<file path="src/rtl/en_decode_ctrl.sv">
// Decoder sequencing controller: edge-memory initialization, iterative
// decoding with parity-based early termination, and a pseudo-random
// edge-memory address generator.
//
// state  | meaning
// -------+-------------------------------------------------------------
// S_IDLE | waiting for START; ITER_CNT/EARLY hold the last decode result
// S_INIT | edge-memory initialization, INIT_CYC cycles
// S_RUN  | decoding iterations until parity streak, limit or ABORT
// S_DONE | one-cycle completion pulse, then back to S_IDLE
module en_decode_ctrl #(
  parameter int INIT_CYC = 16,
  parameter int ETC      = 4,
  parameter int ITER_W   = 10,
  parameter int SEL_W    = 3
) (
  input  logic              CLK,
  input  logic              RST,
  input  logic              START,
  input  logic              ABORT,
  input  logic [ITER_W-1:0] MAX_ITER,
  input  logic              PARITY_OK,
  output logic              INIT,
  output logic              RUN,
  output logic [SEL_W-1:0]  EM_SEL,
  output logic              BUSY,
  output logic              DONE,
  output logic              EARLY,
  output logic [ITER_W-1:0] ITER_CNT
);

  typedef enum logic [1:0] {S_IDLE, S_INIT, S_RUN, S_DONE} state_t;

  localparam logic [15:0] INIT_LOAD = 16'(INIT_CYC - 1);
  localparam logic [7:0]  ETC_V     = 8'(ETC);
  localparam logic [7:0]  LFSR_SEED = 8'hA5;

  state_t            state, state_nx;
  logic [15:0]       init_cnt;
  logic [7:0]        par_run;
  logic [7:0]        par_inc;
  logic [ITER_W-1:0] iter_lim;
  logic [ITER_W-1:0] iter_inc;
  logic [7:0]        lfsr;
  logic              accept;
  logic              hit_etc;
  logic              hit_lim;

  // Completion terms evaluated against the values this RUN cycle would produce
  always_comb begin
    iter_inc = ITER_CNT + ITER_W'(1);
    par_inc  = PARITY_OK ? (par_run + 8'd1) : 8'd0;
    hit_etc  = PARITY_OK && (par_inc == ETC_V);
    hit_lim  = (iter_inc == iter_lim);
  end

  // Next-state decode; ABORT outranks completion
  always_comb begin
    state_nx = state;
    accept   = 1'b0;
    case (state)
      S_IDLE: begin
        if (START && !ABORT) begin
          state_nx = S_INIT;
          accept   = 1'b1;
        end
      end
      S_INIT: begin
        if (ABORT)                state_nx = S_IDLE;
        else if (init_cnt == '0)  state_nx = S_RUN;
      end
      S_RUN: begin
        if (ABORT)                state_nx = S_IDLE;
        else if (hit_etc || hit_lim) state_nx = S_DONE;
      end
      S_DONE:  state_nx = S_IDLE;
      default: state_nx = S_IDLE;
    endcase
  end

  // State, registered outputs, counters and LFSR
  always_ff @(posedge CLK) begin
    if (RST) begin
      state    <= S_IDLE;
      INIT     <= 1'b0;
      RUN      <= 1'b0;
      BUSY     <= 1'b0;
      DONE     <= 1'b0;
      EARLY    <= 1'b0;
      ITER_CNT <= '0;
      init_cnt <= '0;
      par_run  <= '0;
      iter_lim <= '0;
      lfsr     <= LFSR_SEED;
    end else begin
      state <= state_nx;
      INIT  <= (state_nx == S_INIT);
      RUN   <= (state_nx == S_RUN);
      DONE  <= (state_nx == S_DONE);
      BUSY  <= (state_nx != S_IDLE);

      if (state == S_INIT || state == S_RUN)
        lfsr <= {lfsr[6:0], lfsr[7] ^ lfsr[5] ^ lfsr[4] ^ lfsr[3]};

      case (state)
        S_IDLE: begin
          if (accept) begin
            iter_lim <= (MAX_ITER == '0) ? ITER_W'(1) : MAX_ITER;
            ITER_CNT <= '0;
            EARLY    <= 1'b0;
            par_run  <= '0;
            init_cnt <= INIT_LOAD;
          end
        end
        S_INIT: begin
          if (init_cnt != '0) init_cnt <= init_cnt - 16'd1;
        end
        S_RUN: begin
          if (ABORT) begin
            EARLY <= 1'b0;
          end else begin
            ITER_CNT <= iter_inc;
            par_run  <= par_inc;
            if (hit_etc) EARLY <= 1'b1;
          end
        end
        default: ;
      endcase
    end
  end

  assign EM_SEL = lfsr[SEL_W-1:0];

endmodule

</file>
<file path="config.mk">
export PLATFORM = sky130hd
export DESIGN_NAME = en_decode_ctrl
export DESIGN_NICKNAME = d
export VERILOG_FILES = /design/src/rtl/en_decode_ctrl.sv
export SDC_FILE = /design/constraint.sdc
export NUM_CORES = 1
export LEC_CHECK = 0
export CAP_MARGIN = 20
export CORE_MARGIN = 8
export CORE_UTILIZATION = 42
export DETAILED_ROUTE_END_ITERATION = 12
export GPL_ROUTABILITY_DRIVEN = 0
export MAX_ROUTING_LAYER = met4
export SLEW_MARGIN = 20
export SYNTH_ARGS = -nofsm -noshare
export SYNTH_HDL_FRONTEND = slang
export SYNTH_SLANG_ARGS = --single-unit
export TNS_END_PERCENT = 100
</file>
<file path="constraint.sdc">
create_clock -name CLK -period 6.85 [get_ports CLK]
set_clock_uncertainty 0.2 [all_clocks]
set_input_delay 1.37 -clock CLK [delete_from_list [all_inputs] [get_ports CLK]]
set_output_delay 1.37 -clock CLK [all_outputs]
set_load 0.05 [all_outputs]
</file>
==> results of run 1 <==
[logic make-up after synthesis]
group	Yosys count
AOI/OAI and AO/OA	85
xor gates and xnor gates	30
adders and majority gates	7
buffers and inverters	30
DFF	59
muxes	5
and+or+nand+nor	164
[per-stage QoR]
stage                     std cells  total power (W)  util (%)  hold slack [ps]
final                           507         0.000891      51.4              267
after global routing            507         0.000933      51.4              300
after CTS                       507         0.000901      51.4              272
after detailed placement        491         0.000537      48.3              263
after global placement          491         0.000536      48.3              258
after floorplan                 380         0.000503         -              238
[critical path: cells and delay by family]
family          cells  cell delay (ps)
buf+inv             1              550
simple gates        2              620
compound gates      4             1160
[power breakdown]
group          internal, W  leakage (nW)  switching, W
logic            0.0000649         0.745     0.0000862
clock network     0.000224         0.113      0.000139
registers         0.000362         0.480     0.0000152
total             0.000651          1.34      0.000240
[layout by cell type, fill, tap and decap left out, types with 3 or more instances in the layout]
master           synthesis  layout
dfxtp_1                 59      59
nor2_1                  49      49
a21oi_1                 39      39
nand2_1                 38      38
clkdlybuf4s50_1          0      32
o21ai_0                 16      16
xnor2_1                 16      16
xor2_1                  13      13
nor3_1                  11      11
clkbuf_8                 0      11
inv_1                    9       9
nor2b_1                  8       8
nand3_1                  8       8
and3_1                   7       7
ha_1                     7       7
or3_1                    5       5
nor4_1                   5       5
or2_2                    4       4
nand4b_1                 4       4
nor3b_1                  4       4
nand4_1                  4       4
a211o_1                  4       4
mux2i_1                  4       4
a22oi_1                  3       3
[metal layers]
| metal | track usage, % | vias up |
|---|---|---|
| met5 | - | - |
| met4 | 5.87 | 0 |
| met3 | 2.93 | 13 |
| met2 | 22.6 | 39 |
| met1 | 16.9 | 1248 |
| li1 | - | 1388 |
[sequential cells by signal, summed over array words and instances, names as in the netlist]
register and cells:
BUSY 1, par_run 8, ITER_CNT 10, init_cnt 16
EARLY 1, state 2, INIT 1, iter_lim 10
lfsr 8, DONE 1, RUN 1
[worst min path at each step]
stage | from | endpoint | slack, ps | cells past startpoint
3_3_place_gp | iter_lim[1] | iter_lim[1] | 260 | 2
4_1_cts | iter_lim[1] | iter_lim[1] | 270 | 2
6_report | iter_lim[1] | iter_lim[1] | 270 | 2
3_5_place_dp | iter_lim[1] | iter_lim[1] | 260 | 2
2_1_floorplan | lfsr[6] | lfsr[7] | 240 | 1
5_1_grt | iter_lim[7] | iter_lim[7] | 300 | 2
[layout make-up]
cell class | instances | area [um2]
fillers | 710 | 3500
multi-input cells | 291 | 1820
flip-flops and latches | 59 | 1180
repair buffers | 33 | 328
clock buffers | 12 | 155
well taps | 99 | 124
clock inverters | 4 | 72.6
inverters | 9 | 33.8
==> results_dict.tcl, run 1 <==
set metrics [dict create \
    timing.slew.headroom_pct 54.0 \
    grt_pass1_vias 2531 \
    cts_made_buffers 9 \
    worst_slack_ps 3140 \
    grt_start_max_net_pins 47 \
    layout_min_cycle_time_ps 3710 \
    dr_wl_met3_um 205 \
    avgSynthCellArea_um2 8.22 \
    wire_per_inst_um 13.5 \
    setup_viol 0 \
    path_max_fanout 14 \
    totalWireLength_mm 6.84 \
    crit_path_start_kind "input pin" \
    cap_violations 0 \
    die_w_um 102 \
    ctsHtreeMaxLevel 3 \
    synthCells 380 \
    required_ps 6850 \
    synthMuxAreaShare_pct 1.64 \
    cp-endpoint "ITER_CNT[4]" \
    syn-num-nets 402 \
    r2r_cells 7 \
    max_stage_delay_ps 590 \
    rsz0062_at_grt "no" \
    final_max_slew_viol_count 0 \
    drt-initial-drc-count 154 \
    r2r_slack_ps 4070 \
    synth_compound_area_share_pct 17.6 \
    antenna_left 0 \
    post_dp_cell_area_um2 3480 \
    avgViaCountPerCell 5.30 \
    holdBufCountCts 0 \
    yosysWarnings 0 \
    synth_area_um2 3120 \
    hold_viol_final 0 \
    synthToLayoutAreaGrowth_pct 18.7 \
    drive_above_1_share_pct 7.35 \
    critPathKind "in2reg" \
    crit_slowest_cell "a21oi_1" \
    status "finished, final reports clean" \
    yosysTopAreaCellShare_pct 37.8 \
    synth_top_family_by_area "simple AND/OR/NAND/NOR gates" \
    track_usage_pct 14.2 \
    antenna_found_initial 0 \
    nNetsFinal 425 \
    synth-xor-area-share_pct 8.85 \
    ios 33 \
    r2r-end "INIT" \
    ys_ff_latch 59 \
    synth_edf_count 0 \
    startpoint "ABORT" \
    p_per_area_nw_per_um2 240 \
    fin_crit_sh_pct 54.1 \
    ys_seq_area_share_pct 37.8 \
    crit_top_cell "a21oi_1" \
    yosysTopAreaCell "dfxtp_1" \
    placementRows 31 \
    postCtsResizedCells 0 \
    die_h_um 102 \
    start_util_pct 43.3 \
    synthSimpleGateAreaFrac_pct 27.2 \
    cts.path.max_buffers 2 \
    clk_pin_slew_ps 70 \
    setup_tns_ps 0 \
    routed.top_layer "met4" \
    cts_tree "done" \
    wl_met1_mm 3.39 \
    yosysMostFrequentCell "dfxtp_1" \
    core_area_um2 7210 \
    dr_wl_met2_mm 3.12 \
    num_vias 2688 \
    final_cell_area_um2 3710 \
    port_buffers 32 \
    synthAdderAreaFrac_pct 2.80 \
    end_kind "flop" \
    grt_pass1_wl_mm 11.6 \
    fmax_mhz 270 \
    dp_hpwl_mm 4.83 \
    clockRootBuffer "clkbuf_8" \
    cts_sinks 59 \
    synth_cell_types 59 \
    worst_pin_slew_ps 690 \
    insertion_delay_ps 330 \
    drt_first_pass_iters 4 \
    grt-ovfl-total 0 \
    crit_arrival_ps 3700 \
    hold_class "reg2reg" \
    dp_slack_ps 2810 \
    crit_path_cell_trace "clkdlybuf4s50_1 -> and3b_1 -> a21oi_1 -> a21oi_1 -> o21ai_0 -> a21oi_1 -> nor2_1" \
    synthArstFlopShare_pct 0 \
    post-route-drc-count 0 \
    power_leakage_nw 1.34 \
    ys_top_cells_by_count "59 x dfxtp_1, 49 x nor2_1, 39 x a21oi_1, 38 x nand2_1" \
    synthFlopType "dfxtp_1" \
    rr_startpoint "ITER_CNT[0]" \
    netlist_top_cells_area "dfxtp_1 38%, a21oi_1 6.2%, nor2_1 5.9%, nand2_1 4.6%, xnor2_1 4.5%" \
    num_antenna_cells 0 \
    ir_drop_mv 0.138 \
    die_area_um2 10500 \
    cts_setup_buffers 0 \
]
Note: power is estimated with default switching activity, not from simulation.
==> run 2, diff against run 1 <==
==> constraint.sdc (replaced) <==
create_clock -name CLK -period 3.4 [get_ports CLK]
set_clock_uncertainty 0.2 [all_clocks]
set_input_delay 0.68 -clock CLK [delete_from_list [all_inputs] [get_ports CLK]]
set_output_delay 0.68 -clock CLK [all_outputs]
set_load 0.05 [all_outputs]
==> results_dict.tcl, run 2 (synthesis gave the netlist of run 1 again) <==
set metrics [dict create \
    required_ps 3430 \
    timing.slew.headroom_pct 52.5 \
    worst_pin_slew_ps 713 \
    startpoint "ABORT" \
    die_w_um 102 \
    clockRootBuffer "clkbuf_8" \
    setup_tns_ps 0 \
    cts_sinks 59 \
    worst_slack_ps 702 \
    hold_class "reg2reg" \
    grt_pass1_wl_mm 11.9 \
    post-route-drc-count 0 \
    ctsHtreeMaxLevel 3 \
    wire_per_inst_um 13.8 \
    path_max_fanout 9 \
    die_area_um2 10500 \
    regMostFlops "init_cnt" \
    totalWireLength_mm 7.03 \
    fillers 738 \
    drive_above_1_share_pct 8.50 \
    die_h_um 102 \
    clk_pin_slew_ps 70 \
    p_per_area_nw_per_um2 461 \
    core_area_um2 7210 \
    grt-ovfl-total 0 \
    antenna_found_initial 0 \
    rr_startpoint "ITER_CNT[1]" \
    dp_slack_ps 383 \
    crit_path_start_kind "input pin" \
    final_max_slew_viol_count 0 \
    drt_first_pass_iters 4 \
    holdBufCountCts 0 \
    cts.path.max_buffers 2 \
    dp_hpwl_mm 5.08 \
    track_usage_pct 14.7 \
    power_leakage_nw 1.34 \
    ir_drop_mv 0.317 \
    insertion_delay_ps 340 \
    fmax_mhz 371 \
    avgViaCountPerCell 5.33 \
    placementRows 31 \
    fin_crit_sh_pct 79.3 \
    port_buffers 32 \
    synthToLayoutAreaGrowth_pct 18.9 \
    start_util_pct 43.3 \
    grt_pass1_vias 2579 \
    reg_top3 "init_cnt x16, ITER_CNT x10, iter_lim x10" \
    drt-initial-drc-count 171 \
    crit_arrival_ps 2730 \
    cts_setup_buffers 0 \
    largest_register_ffs 16 \
    antenna_left 0 \
    layout_common_cells "59 x dfxtp_1, 49 x nor2_1, 39 x a21oi_1, 38 x nand2_1, 32 x clkdlybuf4s50_1" \
    end_kind "flop" \
    postCtsResizedCells 0 \
    cts_made_buffers 9 \
    rsz0062_at_grt "no" \
    hp-start "iter_lim[8]" \
    num_vias 2723 \
    ios 33 \
    final_common_cell "dfxtp_1" \
    grt_start_max_net_pins 21 \
    cap_violations 0 \
    hold_viol_final 0 \
    critPathKind "in2reg" \
    nNetsFinal 429 \
    setup_viol 0 \
    num_antenna_cells 0 \
    status "finished, final reports clean" \
    layout_min_cycle_time_ps 2700 \
    cts_tree "done" \
]
[run 2: cell count changes in the layout (fill, tap and decap cells not counted), sizes merged]
| cell | change |
|---|---|
| buf | +4 |
| bufinv | -1 |
| clkbuf | -3 |
| clkinv | +2 |
| clkinvlp | +2 |
[run 2: worst paths after layout]
| check | endpoint | slack (ps) | cells after the start |
|---|---|---|---|
| setup reg to reg | INIT | 710 | 7 |
| hold reg to reg | iter_lim[8] | 270 | 2 |
| hold / removal | iter_lim[8] | 270 | 2 |
| setup / recovery | ITER_CNT[9] | 700 | 7 |
[run 2: area by class of cell]
class | count | area (um2) | share of cell area (%)
multi-input cells | 291 | 1820 | 48.9
flip-flops and latches | 59 | 1180 | 31.8
repair buffers | 37 | 358 | 9.63
clock buffers | 9 | 124 | 3.33
well taps | 99 | 124 | 3.33
clock inverters | 7 | 78.8 | 2.12
inverters | 9 | 33.8 | 0.909
[run 2: report_power, final]
part           switching, W  internal (W)
Sequential        0.0000305      0.000729
Combinational      0.000176      0.000133
Clock              0.000302      0.000341
Total              0.000509       0.00120
[run 2: layer usage]
| layer | GRT usage (%) | vias up | part of all wire (%) |
|---|---|---|---|
| met4 | 5.30 | 0 | 1.1 |
| met5 | - | - | 0 |
| met2 | 24.1 | 49 | 48 |
| met3 | 4.43 | 8 | 4.1 |
| met1 | 16.5 | 1268 | 47 |
| li1 | - | 1398 | - |
[run 2: metrics by stage]
step | cells | cell area, um2 | hold WS, ps | power (W) | utilization, %
6_report | 511 | 3710 | 271 | 0.00171 | 51.5
5_1_grt | 511 | 3710 | 299 | 0.00180 | 51.5
4_1_cts | 511 | 3710 | 274 | 0.00174 | 51.5
3_5_place_dp | 495 | 3510 | 264 | 0.00109 | 48.7
3_3_place_gp | 495 | 3510 | 259 | 0.00108 | 48.7
2_1_floorplan | 380 | 3120 | 238 | 0.00101 | -
[run 2: critical path: stages]
cell             delay (ps)
clkdlybuf4s50_1         560
and3b_1                 330
a21oi_1                 100
a21oi_1                 600
o21ai_0                 190
a32oi_1                 200
nor2_1                   60
==> run 3, diff against run 2 <==
==> constraint.sdc (replaced) <==
create_clock -name CLK -period 2.4 [get_ports CLK]
set_clock_uncertainty 0.2 [all_clocks]
set_input_delay 0.48 -clock CLK [delete_from_list [all_inputs] [get_ports CLK]]
set_output_delay 0.48 -clock CLK [all_outputs]
set_load 0.05 [all_outputs]
==> results_dict.tcl, run 3 (synthesis gave the netlist of run 1 again) <==
set metrics [dict create \
    hold_class "reg2reg" \
    path_max_fanout 7 \
    multi_input_area_um2 1850 \
    fmax_mhz 428 \
    reg_top3 "init_cnt x16, ITER_CNT x10, iter_lim x10" \
    grt_start_max_net_pins 34 \
    track_usage_pct 15.0 \
    grt-ovfl-total 0 \
    die_area_um2 10500 \
    ir_drop_mv 0.352 \
    r2r-end "INIT" \
    antenna_left 0 \
    crit_arrival_ps 2360 \
    layout_common_cells "49 x dfxtp_1, 49 x nor2_1, 38 x nand2_1, 38 x a21oi_1, 33 x buf_4" \
    holdBufCountCts 0 \
    ctsHtreeMaxLevel 3 \
    num_vias 2822 \
    cts_made_buffers 9 \
    final_max_slew_viol_count 0 \
    setup_viol 0 \
    crit_path_start_kind "flop" \
    regMostFlops "init_cnt" \
    cp-endpoint "INIT" \
    grt_pass1_vias 2704 \
    num_antenna_cells 0 \
    cts_tree "done" \
    synthToLayoutAreaGrowth_pct 28.6 \
    r2r_slack_ps 70 \
    p_total_w 0.00263 \
    core_area_um2 7210 \
    ios 33 \
    timing.slew.headroom_pct 57.2 \
    status "finished, final reports clean" \
    end_kind "flop" \
    drive_above_1_share_pct 17.7 \
    r2r_cells 9 \
    p_per_area_nw_per_um2 655 \
    drt_first_pass_iters 4 \
    dp_slack_ps -136 \
    power_leakage_nw 1.49 \
    layout_min_cycle_time_ps 2330 \
    cap_violations 0 \
    rsz0062_at_grt "no" \
    fin_util_pct 55.7 \
    antenna_found_initial 0 \
    startpoint "init_cnt[0]" \
    avgViaCountPerCell 5.24 \
    placementRows 31 \
    post-route-drc-count 0 \
    cts_sinks 59 \
    fin_crit_sh_pct 97.3 \
    fillers 706 \
    hold_viol_final 0 \
    wire_per_inst_um 13.5 \
    port_buffers 32 \
    totalWireLength_mm 7.29 \
    worst_pin_slew_ps 637 \
    grt_pass1_wl_mm 12.2 \
    cts.path.max_buffers 2 \
    nNetsFinal 457 \
    die_w_um 102 \
    critPathKind "reg2reg" \
    clk_pin_slew_ps 70 \
    required_ps 2430 \
    worst_slack_ps 65.7 \
    hold_ws_ps 275 \
    insertion_delay_ps 330 \
    start_util_pct 43.3 \
    die_h_um 102 \
    dp_hpwl_mm 5.27 \
    regArea_um2 1200 \
    setup_tns_ps 0 \
    clockRootBuffer "clkbuf_8" \
    largest_register_ffs 16 \
    drt-initial-drc-count 113 \
    rr_startpoint "init_cnt[0]" \
]
run 3: changes by cell type in the layout (fill, tap and decap cells not counted), moves of 2 or more:
cell	before	now
buf_4	5	33
clkinv_4	3	1
dfxtp_1	59	49
dfxtp_2	0	7
dfxtp_4	0	3
ha_1	7	5
run 3: layout make-up:
cell class	instances	area share [%]
clock buffers	11	3.80
repair buffers	65	14.1
inverters	9	0.841
multi-input cells	291	46.2
well taps	99	3.08
clock inverters	5	2.09
flip-flops and latches	59	29.9
run 3: critical path, stage by stage (launching register included):
cell	delay, ps
dfxtp_2	320
inv_1	70
ha_2	190
or4b_4	510
nor4_4	220
buf_4	210
o41a_2	140
or2_2	130
a31oi_4	40
and3_1	180
run 3: how the worst min path moves through the flow:
stage | slack (ps) | to | from | cells after the start
2_1_floorplan | 240 | lfsr[7] | lfsr[6] | 1
3_3_place_gp | 260 | EARLY | EARLY | 1
3_5_place_dp | 260 | lfsr[7] | lfsr[6] | 1
4_1_cts | 280 | init_cnt[7] | init_cnt[7] | 2
5_1_grt | 300 | iter_lim[6] | iter_lim[6] | 2
6_report | 280 | lfsr[7] | lfsr[6] | 1
run 3: power by group:
| part | leakage [nW] | total (W) | internal [W] | switching, W |
|---|---|---|---|---|
| combinational | 0.896 | 0.000492 | 0.000229 | 0.000263 |
| clock | 0.111 | 0.00107 | 0.000650 | 0.000416 |
| sequential | 0.486 | 0.00107 | 0.00103 | 0.0000439 |
| total | 1.49 | 0.00263 | 0.00191 | 0.000723 |
run 3: metal layers:
metal | track usage (%) | vias up | share of wire [%]
li1 | - | 1454 | -
met1 | 17.1 | 1324 | 48
met2 | 25.2 | 32 | 48
met3 | 2.86 | 12 | 3.0
met4 | 6.32 | 0 | 1.5
met5 | - | - | 0
run 3: through the flow:
step | instances | cell area (um2)
6_report | 539 | 4020
3_5_place_dp | 520 | 3730
2_1_floorplan | 380 | 3160
3_3_place_gp | 520 | 3730
5_1_grt | 539 | 4020
4_1_cts | 536 | 3970
run 3: repair_timing:
| action | 4_1_cts | 5_1_grt |
|---|---|---|
| setup buffers | 0 | 3 |
| pin swaps | 0 | 7 |
| endpoints found under the setup margin | 2 | 12 |
| gates resized for setup | 1 | 7 |
